[config.mk]
export PLATFORM = sky130hd
export DESIGN_NAME = pipeline_hazard_ctrl
export DESIGN_NICKNAME = d
export VERILOG_FILES = /design/src/rtl/pipeline_hazard_ctrl.sv
export SDC_FILE = /design/constraint.sdc
export NUM_CORES = 1
export LEC_CHECK = 0
export BUFFER_PORTS_ARGS = -buffer_cell sky130_fd_sc_hd__buf_2
export CAP_MARGIN = 5
export CORE_ASPECT_RATIO = 1.25
export CORE_MARGIN = 1.5
export CORE_UTILIZATION = 45
export CTS_CLUSTER_DIAMETER = 150
export CTS_CLUSTER_SIZE = 24
export DETAILED_ROUTE_END_ITERATION = 16
export GPL_ROUTABILITY_DRIVEN = 1
export PLACE_DENSITY_LB_ADDON = 0.05
export SLEW_MARGIN = 20
export SYNTH_ARGS = -nofsm -noshare
export SYNTH_HDL_FRONTEND = slang
export SYNTH_SLANG_ARGS = --single-unit
[constraint.sdc]
create_clock -name clk -period 1.6 [get_ports clk]
set_input_delay 0.16 -clock clk [delete_from_list [all_inputs] [get_ports clk]]
set_output_delay 0.16 -clock clk [all_outputs]
set_load 0.01 [all_outputs]
[src/rtl/pipeline_hazard_ctrl.sv]
// Backward-flowing pipeline control: operand forwarding, load-use stall,
// data-memory wait freeze, annulled delay-slot flush and stall accounting.
//
// state    | meaning
// ---------+---------------------------------------------------------------
// RUN      | normal issue; evaluates freeze > load-use > annul each cycle
// LSTALL   | one-cycle bubble after a load-use stall; load now in MEM
// MEM_WAIT | whole pipe frozen until data memory reports ready
module pipeline_hazard_ctrl #(
   parameter int CNT_W      = 16,
   parameter int WAIT_LIMIT = 15
) (
   input  logic             clk,
   input  logic             clr,
   input  logic [4:0]       ID_rs1,
   input  logic [4:0]       ID_rs2,
   input  logic [4:0]       ID_rd,
   input  logic             ID_use_rs1,
   input  logic             ID_use_rs2,
   input  logic             ID_use_rd,
   input  logic             ID_annul,
   input  logic [4:0]       EX_rd,
   input  logic             EX_we,
   input  logic             EX_load,
   input  logic [4:0]       MEM_rd,
   input  logic             MEM_we,
   input  logic             MEM_memop,
   input  logic             MEM_ready,
   input  logic [4:0]       WB_rd,
   input  logic             WB_we,
   output logic             PC_LE,
   output logic             nPC_LE,
   output logic             IF_ID_LE,
   output logic             ID_EX_nop,
   output logic             IF_ID_flush,
   output logic             EX_MEM_LE,
   output logic             MEM_WB_LE,
   output logic [1:0]       fwd_rs1,
   output logic [1:0]       fwd_rs2,
   output logic [1:0]       fwd_rd,
   output logic [CNT_W-1:0] stall_count,
   output logic             mem_timeout
);

   typedef enum logic [1:0] {
      RUN      = 2'd0,
      LSTALL   = 2'd1,
      MEM_WAIT = 2'd2
   } state_t;

   localparam logic [7:0] LIMIT = 8'(WAIT_LIMIT);

   state_t     state, state_nxt;
   logic [7:0] wait_cnt, wait_cnt_nxt;
   logic       fe_le, be_le, nop, flush;
   logic       freeze, load_use;
   logic       ex1, ex2, exd, mem1, mem2, memd, wb1, wb2, wbd;
   logic [1:0] sel1, sel2, seld;

   // %g0 never matches, so a zero destination neither forwards nor stalls
   function automatic logic hit(input logic use_f, input logic we,
                                input logic [4:0] rd, input logic [4:0] rs);
      return use_f & we & (rd == rs) & (rd != 5'd0);
   endfunction

   // A load result is not yet available in EX; such a match stalls instead
   function automatic logic [1:0] sel(input logic ex, input logic is_load,
                                      input logic mem, input logic wb);
      if (ex && !is_load) return 2'd1;
      else if (mem)       return 2'd2;
      else if (wb)        return 2'd3;
      else                return 2'd0;
   endfunction

   assign ex1  = hit(ID_use_rs1, EX_we,  EX_rd,  ID_rs1);
   assign ex2  = hit(ID_use_rs2, EX_we,  EX_rd,  ID_rs2);
   assign exd  = hit(ID_use_rd,  EX_we,  EX_rd,  ID_rd);
   assign mem1 = hit(ID_use_rs1, MEM_we, MEM_rd, ID_rs1);
   assign mem2 = hit(ID_use_rs2, MEM_we, MEM_rd, ID_rs2);
   assign memd = hit(ID_use_rd,  MEM_we, MEM_rd, ID_rd);
   assign wb1  = hit(ID_use_rs1, WB_we,  WB_rd,  ID_rs1);
   assign wb2  = hit(ID_use_rs2, WB_we,  WB_rd,  ID_rs2);
   assign wbd  = hit(ID_use_rd,  WB_we,  WB_rd,  ID_rd);

   assign sel1 = sel(ex1, EX_load, mem1, wb1);
   assign sel2 = sel(ex2, EX_load, mem2, wb2);
   assign seld = sel(exd, EX_load, memd, wbd);

   assign load_use = EX_load & (ex1 | ex2 | exd);
   assign freeze   = MEM_memop & ~MEM_ready;

   always_comb begin
      state_nxt = state;
      fe_le     = 1'b1;
      be_le     = 1'b1;
      nop       = 1'b0;
      flush     = 1'b0;
      case (state)
         RUN: begin
            if (freeze) begin
               fe_le     = 1'b0;
               be_le     = 1'b0;
               state_nxt = MEM_WAIT;
            end else if (load_use) begin
               fe_le     = 1'b0;
               nop       = 1'b1;
               state_nxt = LSTALL;
            end else if (ID_annul) begin
               flush = 1'b1;
            end
         end
         LSTALL: begin
            state_nxt = RUN;
            if (freeze) begin
               fe_le     = 1'b0;
               be_le     = 1'b0;
               state_nxt = MEM_WAIT;
            end else if (ID_annul) begin
               flush = 1'b1;
            end
         end
         MEM_WAIT: begin
            if (freeze) begin
               fe_le = 1'b0;
               be_le = 1'b0;
            end else begin
               state_nxt = RUN;
               if (load_use) begin
                  fe_le     = 1'b0;
                  nop       = 1'b1;
                  state_nxt = LSTALL;
               end else if (ID_annul) begin
                  flush = 1'b1;
               end
            end
         end
         default: state_nxt = RUN;
      endcase
      // Held reset keeps the pipe still and bubbles ID/EX
      if (!clr) begin
         fe_le = 1'b0;
         be_le = 1'b0;
         nop   = 1'b1;
         flush = 1'b0;
      end
   end

   always_comb begin
      wait_cnt_nxt = 8'd0;
      if (state_nxt == MEM_WAIT) begin
         if (state != MEM_WAIT)      wait_cnt_nxt = 8'd1;
         else if (wait_cnt >= LIMIT) wait_cnt_nxt = LIMIT;
         else                        wait_cnt_nxt = wait_cnt + 8'd1;
      end
   end

   always_ff @(posedge clk or negedge clr) begin
      if (!clr) begin
         state       <= RUN;
         wait_cnt    <= 8'd0;
         mem_timeout <= 1'b0;
         stall_count <= '0;
      end else begin
         state    <= state_nxt;
         wait_cnt <= wait_cnt_nxt;
         if (wait_cnt_nxt == LIMIT)
            mem_timeout <= 1'b1;
         if (!fe_le && (stall_count != '1))
            stall_count <= stall_count + CNT_W'(1);
      end
   end

   assign PC_LE       = fe_le;
   assign nPC_LE      = fe_le;
   assign IF_ID_LE    = fe_le;
   assign EX_MEM_LE   = be_le;
   assign MEM_WB_LE   = be_le;
   assign ID_EX_nop   = nop;
   assign IF_ID_flush = flush;
   assign fwd_rs1     = clr ? sel1 : 2'd0;
   assign fwd_rs2     = clr ? sel2 : 2'd0;
   assign fwd_rd      = clr ? seld : 2'd0;

endmodule
; Word-level counts from Yosys, hierarchy flattened
; Cells that the tools add are included.
[word_totals]
ff_bits = 27
in_bits = 42
elab_cells = 104
[classes]
n_addsub = 2
n_lt_le_gt_ge = 1
eq_ne = 15
n_mux = 38
n_bitwise = 32
n_reduce_logical = 12
[op_table]
columns = op, count
row1 = $eq A5 B5 Y1, 9
row2 = $mux W2, 16
row3 = $and A1 B1 Y1, 29
row4 = $mux W8, 3
row5 = $add A16 B1 Y16 const B, 1
row6 = $mux W1, 16
row7 = $ne A16 B16 Y1 const B, 1
row8 = $reduce_bool A5 Y1, 3
row9 = $add A8 B1 Y8 const B, 1
row10 = $eq A8 B4 Y1 const B, 1
row11 = $ge A8 B4 Y1 const B, 1
row12 = $pmux W2 S3, 1
row13 = $eq A2 B2 Y1 const B, 2
row14 = $logic_and A1 B1 Y1, 4
row15 = $pmux W1 S2, 2
row16 = $reduce_or A3 Y1, 1
row17 = $eq A2 B1 Y1 const B, 1
row18 = $logic_not A1 Y1, 2
row19 = $logic_not A2 Y1, 1
row20 = $ne A2 B2 Y1 const B, 1
row21 = $or A1 B1 Y1, 2
row22 = $reduce_or A2 Y1, 1
row23 = $not A1 Y1, 1

; Depth between registers and ports, before layout
; Gate-level depths: netlist of run 1.
[depth]
ltp_word = 12
ltp_mapped = 8
depth_no_buf = 6

; Worst setup path before layout of run 1
; Ideal clock, no wire load.
[synth_path]
kind = flip-flop to flip-flop
start = register state[0]
end = register stall_count[1]
arrival_ps = 1591
t_required_ps = 1475
setup_slack_ps = -115
stages_incl_launch_ff = 8
period_less_slack_ps = 1715
path_cell_list = dfrtp_1 nand2_1 nand2_1 and2_1 clkbuf_1 nand4_1 nand2_1 mux2_2
[synth_via]
elab_chain_cells = 6
elab_cells_between_ends = 8
classes_between = eq/ne (2) / mux (2) / reduce/logical (4)
[synth_rtl]
columns = item, line
row1 = "start, declared", 53  ; state_t state, state_nxt;
row2 = "start signal, assigned", 164  ; state <= state_nxt;
row3 = $eq A2 B2 Y1 or $logic_not A2 Y1 (tied branches), 98  ; case (state)
row4 = $reduce_or A2 Y1 (no line), n/a
row5 = $pmux W1 S2 *, 98
row6 = $mux W1 *, 140  ; if (!clr) begin
row7 = $logic_not A1 Y1 *, 168  ; if (!fe_le && (stall_count != '1))
row8 = $logic_and A1 B1 Y1 *, 168
row9 = "end signal, assigned", 169  ; stall_count <= stall_count + CNT_W'(1);
row10 = "end, declared", 41  ; output logic [CNT_W-1:0] stall_count,
; Every way passes the cells marked *; elsewhere a longest branch is shown, timed or not.
; A chain may end at the register's enable or synchronous reset.

; Worst setup path after layout of run 1
[layout_path]
start = register state[0]
end = output port ID_EX_nop
[layout_via]
elab_chain_cells = 4
elab_cells_between_ends = 5
classes_between = eq/ne (1) / mux (2) / reduce/logical (2)
[layout_rtl]
columns = item, line
row1 = $eq A2 B2 Y1 or $logic_not A2 Y1 (tied branches), 98
row2 = $reduce_or A2 Y1 (no line) *, n/a
row3 = $mux W1 *, n/a
row4 = $mux W1 *, 140
row5 = "end, declared", 34  ; output logic ID_EX_nop,
; Marked as above.

==> impl_metrics.csv, run 1 <==
group,metric,value,unit
run_status,status,"finished, violations left",
critical_path,critPathCaptureType,"primary output",
global_routing,antenna_found_initial,0,
place,dp.cells,385,
timing,setup_viol,26,
critical_path,crit_cells,5,
floorplanning,die_h,76.1,um
place,place.gp.congestion,0.977,
global_routing,grt_util_all_layers,27.2,%
drt,via_per_inst,5.22,
job,cap_violations,0,
yosys,ys_async_sr_fraction,100,%
floorplanning,initial_utilization,47.0,%
floorplanning,dieArea,4680,um2
finish,diodes,0,
place,place_ws,-0.201,ns
clocking,clock_latency,0.27,ns
critical_path,cp_max_fo,3,
clocking,numCtsBuffers,3,
critical_path,crit_arrival,1.59,ns
yosys,synth.area.top_cells,"dfrtp_1, xnor2_1, xor2_1",
critical_path,worstSetupPathType,"register to primary output",
critical_path,slowest_stage,"dfrtp_1",
min_path,hp-class,"primary input to async pin",
yosys,synth-seq-area-share,35.1,%
drt,ant_nets,0,
global_routing,overflow,0,
drt,wirelength,6.23,mm
pwr,power_density,675,nW/um2
floorplanning,ios,72,
place,port_buffers,71,
yosys,syn_inst,208,
timing,fin_crit_sh,109,%
yosys,synthesis.area,1930,um2
place,hpwl,4.54,mm
pwr,vdd_drop_max,0.000351,V
timing,fmax,571,MHz
timing,fin_crit,1.75,ns
yosys,synth_top_area_cell,"dfrtp_1",
clocking,cts-htree-levels,1,
pwr,leakage,1.50,nW
critical_path,path_buf_inv,1,
clocking,clockBufferDepth,2,
finish,final_cell_mix,"buf_2, buf_4, xnor2_1",
finish,post-route-util,79.8,%
clocking,cts_tree,"built",
critical_path,crit_chain,"or3_4 > a31oi_4 > nor2b_4 > nand2b_4 > buf_6",
critical_path,start_kind,"register",
critical_path,required,1.44,ns
global_routing,grt_first_pass_wirelength,9.70,mm
clocking,cts_sinks,27,
timing,fin_ws,-0.151,ns
floorplanning,core,4100,um2
global_routing,grt_pass1_vias,2184,
critical_path,worst-r2r-cell-count,6,
drt,dr.pass1.iters,4,
timing,slew_viol_final,0,
finish,syn2layout_area_growth,69.9,%
yosys,synth-main-ff-cell,"dfrtp_1",
drt,vias,2082,
global_routing,grt_max_degree,28,
timing,hold_viol,0,
finish,stdcell_count,399,
drt,wl_per_cell,15.6,um
timing,fin_tns_setup,-1.64,ns
yosys,synth-edff-count,0,
floorplanning,num_rows,26,
finish,nets,388,
drt,drc,0,
run_status,failed_checks,"setup timing",
timing,rsz0062_at_grt,"yes",
critical_path,cpLargestDelayFamily,"simple AND/OR/NAND/NOR gates",
clocking,clk_pin_slew,0.09,ns
yosys,synth_top_cell_area_share,35.1,%
yosys,synth-seq-cells,27,
drt,detail_route.iter0.violations,92,
finish,layout_commonest_cell,"buf_2",
yosys,ys_types,36,
timing,finalClockSkew,0.00850,ns
yosys,yosysWarnings,0,
floorplanning,die_w,61.5,um
finish,drive_above_1_share,53.1,%
clocking,cts-root-buf,"clkbuf_8",
yosys,syn_area_per_cell,9.26,um2
critical_path,slowest_delay,0.40,ns
registers in the layout (all words and copies together) (netlist names):
name and cells:
wait_cnt 8, stall_count 16, mem_timeout 1, state 2
worst min-delay path, cell delays in order:
cell	delay, ns
buf_2	0.10
buf_4	0.21
buf_12	0.21
per-stage QoR:
stage                     hold WS (ns)  total power, mW  cell area [um2]
after floorplan                 -0.136             1.25             1950
after global placement           0.233             1.70             2740
after detailed placement         0.233             1.71             2740
after CTS                       0.0372             2.16             3100
after global routing            0.0631             2.35             3270
final                           0.0583             2.21             3270
power by group:
group | leakage [nW] | total (mW) | switching, mW | internal (mW)
sequential | 0.348 | 0.855 | 0.0759 | 0.779
clock | 0.0228 | 0.375 | 0.197 | 0.178
combinational | 1.13 | 0.977 | 0.457 | 0.520
total | 1.50 | 2.21 | 0.730 | 1.48
final cells by class:
type                       instances  area (um2)
multi-input combinational        175        1460
timing repair buffer             134        1010
fill                             279         827
sequential                        27         676
tap                               56        70.1
clock buffer                       4        45.0
inverter                           3        11.3
cell usage after synthesis, drive strengths merged (3+ instances only):
library cell,instances
xnor2,36
dfrtp,27
xor2,25
nand3,23
nor2,13
nand2,9
nand4,8
nor2b,7
nor4,7
buf,5
nor3,5
o21ai,5
a21oi,4
and3,4
or4,4
a31oi,3
inv,3
per-layer routing:
metal  global-route usage (%)  wire length [um]  part of all wire [%]
met5                        0                 0                     0
met4                     15.1               271                   4.4
met3                     1.87               225                   3.6
met2                     50.2              3580                    58
met1                     28.2              2150                    34
final timing paths:
check	startpoint	endpoint	slack [ns]
max	state[0]	ID_EX_nop	-0.15
min	clr	wait_cnt[7]	0.06
max reg2reg	state[0]	stall_count[14]	-0.07
min reg2reg	mem_timeout	mem_timeout	0.48
max in group asynchronous	clr	stall_count[4]	1.39
min in group clk	MEM_ready	state[1]	0.25
cell families (layout without fill, tap and decap cells):
family                   count (synthesis)  count (layout)  share of synthesized area (%)
adder cells (fa/ha/maj)                  2               2                           1.30
buffers and inverters                    9             141                           2.79
XOR/XNOR                                61              61                           27.7
other                                    1               4                          0.195
multiplexers                             2               2                           1.10
AND/OR/NAND/NOR                         90              90                           25.7
AO/OA/AOI/OAI                           16              16                           6.11
flip-flops                              27              27                           35.1
timing repair:
item / 4_1_cts / 5_1_grt
endpoints found under the hold margin: 27 / 0
endpoints found under the setup margin: 24 / 31
pin swaps: 17 / 15
cloned: 1 / 0
hold buffers: 1 / 0
gates resized for setup: 56 / 36
setup buffers: 7 / 1
Power figures use the tool's default switching activity.
==> run 2: changes to the inputs <==
- MAX_ROUTING_LAYER: default -> met4
==> impl_metrics.csv, run 2 (synthesized netlist as in run 1, its figures left out) <==
group,metric,value,unit
run_status,status,"finished, violations left",
run_status,failed_checks,"setup timing",
drt,ant_nets,0,
drt,route.met3.wl,236,um
finish,drive_above_1_share,57.6,%
critical_path,slowest_stage,"dfrtp_1",
critical_path,rr_startpoint,"state[0]",
timing,hold_viol,0,
place,dp.cells,383,
pwr,finalPower,2.27,mW
finish,regMostFlops,"stall_count",
critical_path,worstSetupPathType,"register to primary output",
drt,topRoutingLayerUsed,"met4",
timing,slew_viol_final,0,
clocking,clockBufferDepth,2,
timing,fin_tns_setup,-3.64,ns
finish,syn2layout_area_growth,76.9,%
finish,reg.largest.list,"stall_count x16, wait_cnt x8, state x2",
clocking,clock_latency,0.28,ns
finish,largest_reg_flops,16,
place,port_buffers,71,
clocking,numCtsBuffers,3,
finish,diodes,0,
drt,drc,0,
min_path,hp-class,"primary input to async pin",
finish,post-route-util,83.1,%
critical_path,rrSetupSlack,-0.16,ns
timing,fin_ws,-0.261,ns
finish,final_cell_mix,"buf_2, buf_4, xnor2_1",
pwr,power_density,667,nW/um2
timing,fmax,537,MHz
floorplanning,initial_utilization,47.0,%
floorplanning,core,4100,um2
place,hpwl,4.47,mm
clocking,cts_sinks,27,
clocking,cts_tree,"built",
global_routing,antenna_found_initial,0,
global_routing,overflow,0,
critical_path,start_kind,"register",
global_routing,grt_first_pass_wirelength,9.08,mm
global_routing,grt_util_all_layers,26.5,%
critical_path,crit_arrival,1.70,ns
timing,fin_crit,1.86,ns
critical_path,required,1.44,ns
floorplanning,dieArea,4680,um2
pwr,vdd_drop_max,0.000354,V
finish,layout_commonest_cell,"buf_2",
timing,finalClockSkew,0.00477,ns
drt,detail_route.iter0.violations,121,
critical_path,critPathCaptureType,"primary output",
timing,fin_crit_sh,116,%
drt,dr.pass1.iters,5,
timing,setup_viol,29,
clocking,cts-root-buf,"clkbuf_8",
drt,wirelength,6.49,mm
job,cap_violations,0,
clocking,cts-htree-levels,1,
timing,hold-worst-slack,0.0202,ns
floorplanning,ios,72,
global_routing,grt_pass1_vias,2092,
floorplanning,num_rows,26,
floorplanning,die_h,76.1,um
drt,wl_met2,3.68,mm
critical_path,cp_max_fo,3,
drt,wl_met1,2.24,mm
drt,wl_per_cell,16.2,um
finish,nets,389,
floorplanning,die_w,61.5,um
place,place.gp.congestion,0.898,
pwr,leakage,1.55,nW
critical_path,slowest_delay,0.41,ns
finish,nFillCells,244,
clocking,clk_pin_slew,0.10,ns
critical_path,crit_chain,"or3_4 > a31oi_4 > nor2b_4 > nand2b_4 > buf_6",
critical_path,r2r_end,"stall_count[13]",
finish,stdcell_count,400,
timing,rsz0062_at_grt,"yes",
global_routing,grt_max_degree,28,
drt,via_per_inst,5.28,
critical_path,worst-r2r-cell-count,9,
drt,vias,2111,
==> run 2: critical path, delay by kind of cell (launching register included) <==
kind	cells	cell delay (ns)
AO/OA/AOI/OAI	1	0.20
buffers and inverters	1	0.09
flip-flops	1	0.41
AND/OR/NAND/NOR	3	0.71
==> run 2: how the worst max path moves through the flow <==
stage | slack, ns | to | from
4_1_cts | -0.23 | ID_EX_nop | state[0]
3_5_place_dp | -0.23 | ID_EX_nop | EX_rd[3]
5_1_grt | -0.31 | ID_EX_nop | state[0]
3_3_place_gp | -0.20 | ID_EX_nop | EX_rd[3]
6_report | -0.26 | ID_EX_nop | state[0]
2_1_floorplan | -0.005 | stall_count[1] | stall_count[0]
==> run 2: metal layers <==
layer	vias up	global-route usage [%]
met5	-	-
met4	0	14.7
met3	24	1.36
met2	97	47.1
met1	999	27.3
li1	991	-
==> run 2: timing repair <==
item                                    CTS  global route
gates cloned                              1             0
endpoints found under the setup margin   25            31
pin swaps                                18            35
gates resized for setup                  30            87
endpoints found under the hold margin    27             0
setup buffers                             3             8
hold buffers                              1             0
==> run 2: area by class of cell <==
type | count | area (um2) | area share (%)
multi-input combinational | 175 | 1580 | 46.3
inverter | 3 | 11.3 | 0.331
clock buffer | 3 | 41.3 | 1.21
tap | 56 | 70.1 | 2.06
sequential | 27 | 676 | 19.8
clock inverter | 1 | 7.51 | 0.220
timing repair buffer | 135 | 1020 | 30.0
==> run 2: stage by stage <==
step	worst slack [ns]	cell area [um2]
2_1_floorplan	-0.00451	1950
3_3_place_gp	-0.196	2730
3_5_place_dp	-0.234	2730
4_1_cts	-0.230	2950
5_1_grt	-0.309	3410
6_report	-0.261	3410
==> run 2: power breakdown <==
group / total (mW) / switching [mW] / internal [mW] / leakage [nW]
Combinational: 1.01 / 0.479 / 0.530 / 1.18
Sequential: 0.854 / 0.0745 / 0.779 / 0.348
Clock: 0.411 / 0.233 / 0.178 / 0.0217
Total: 2.27 / 0.787 / 1.49 / 1.55
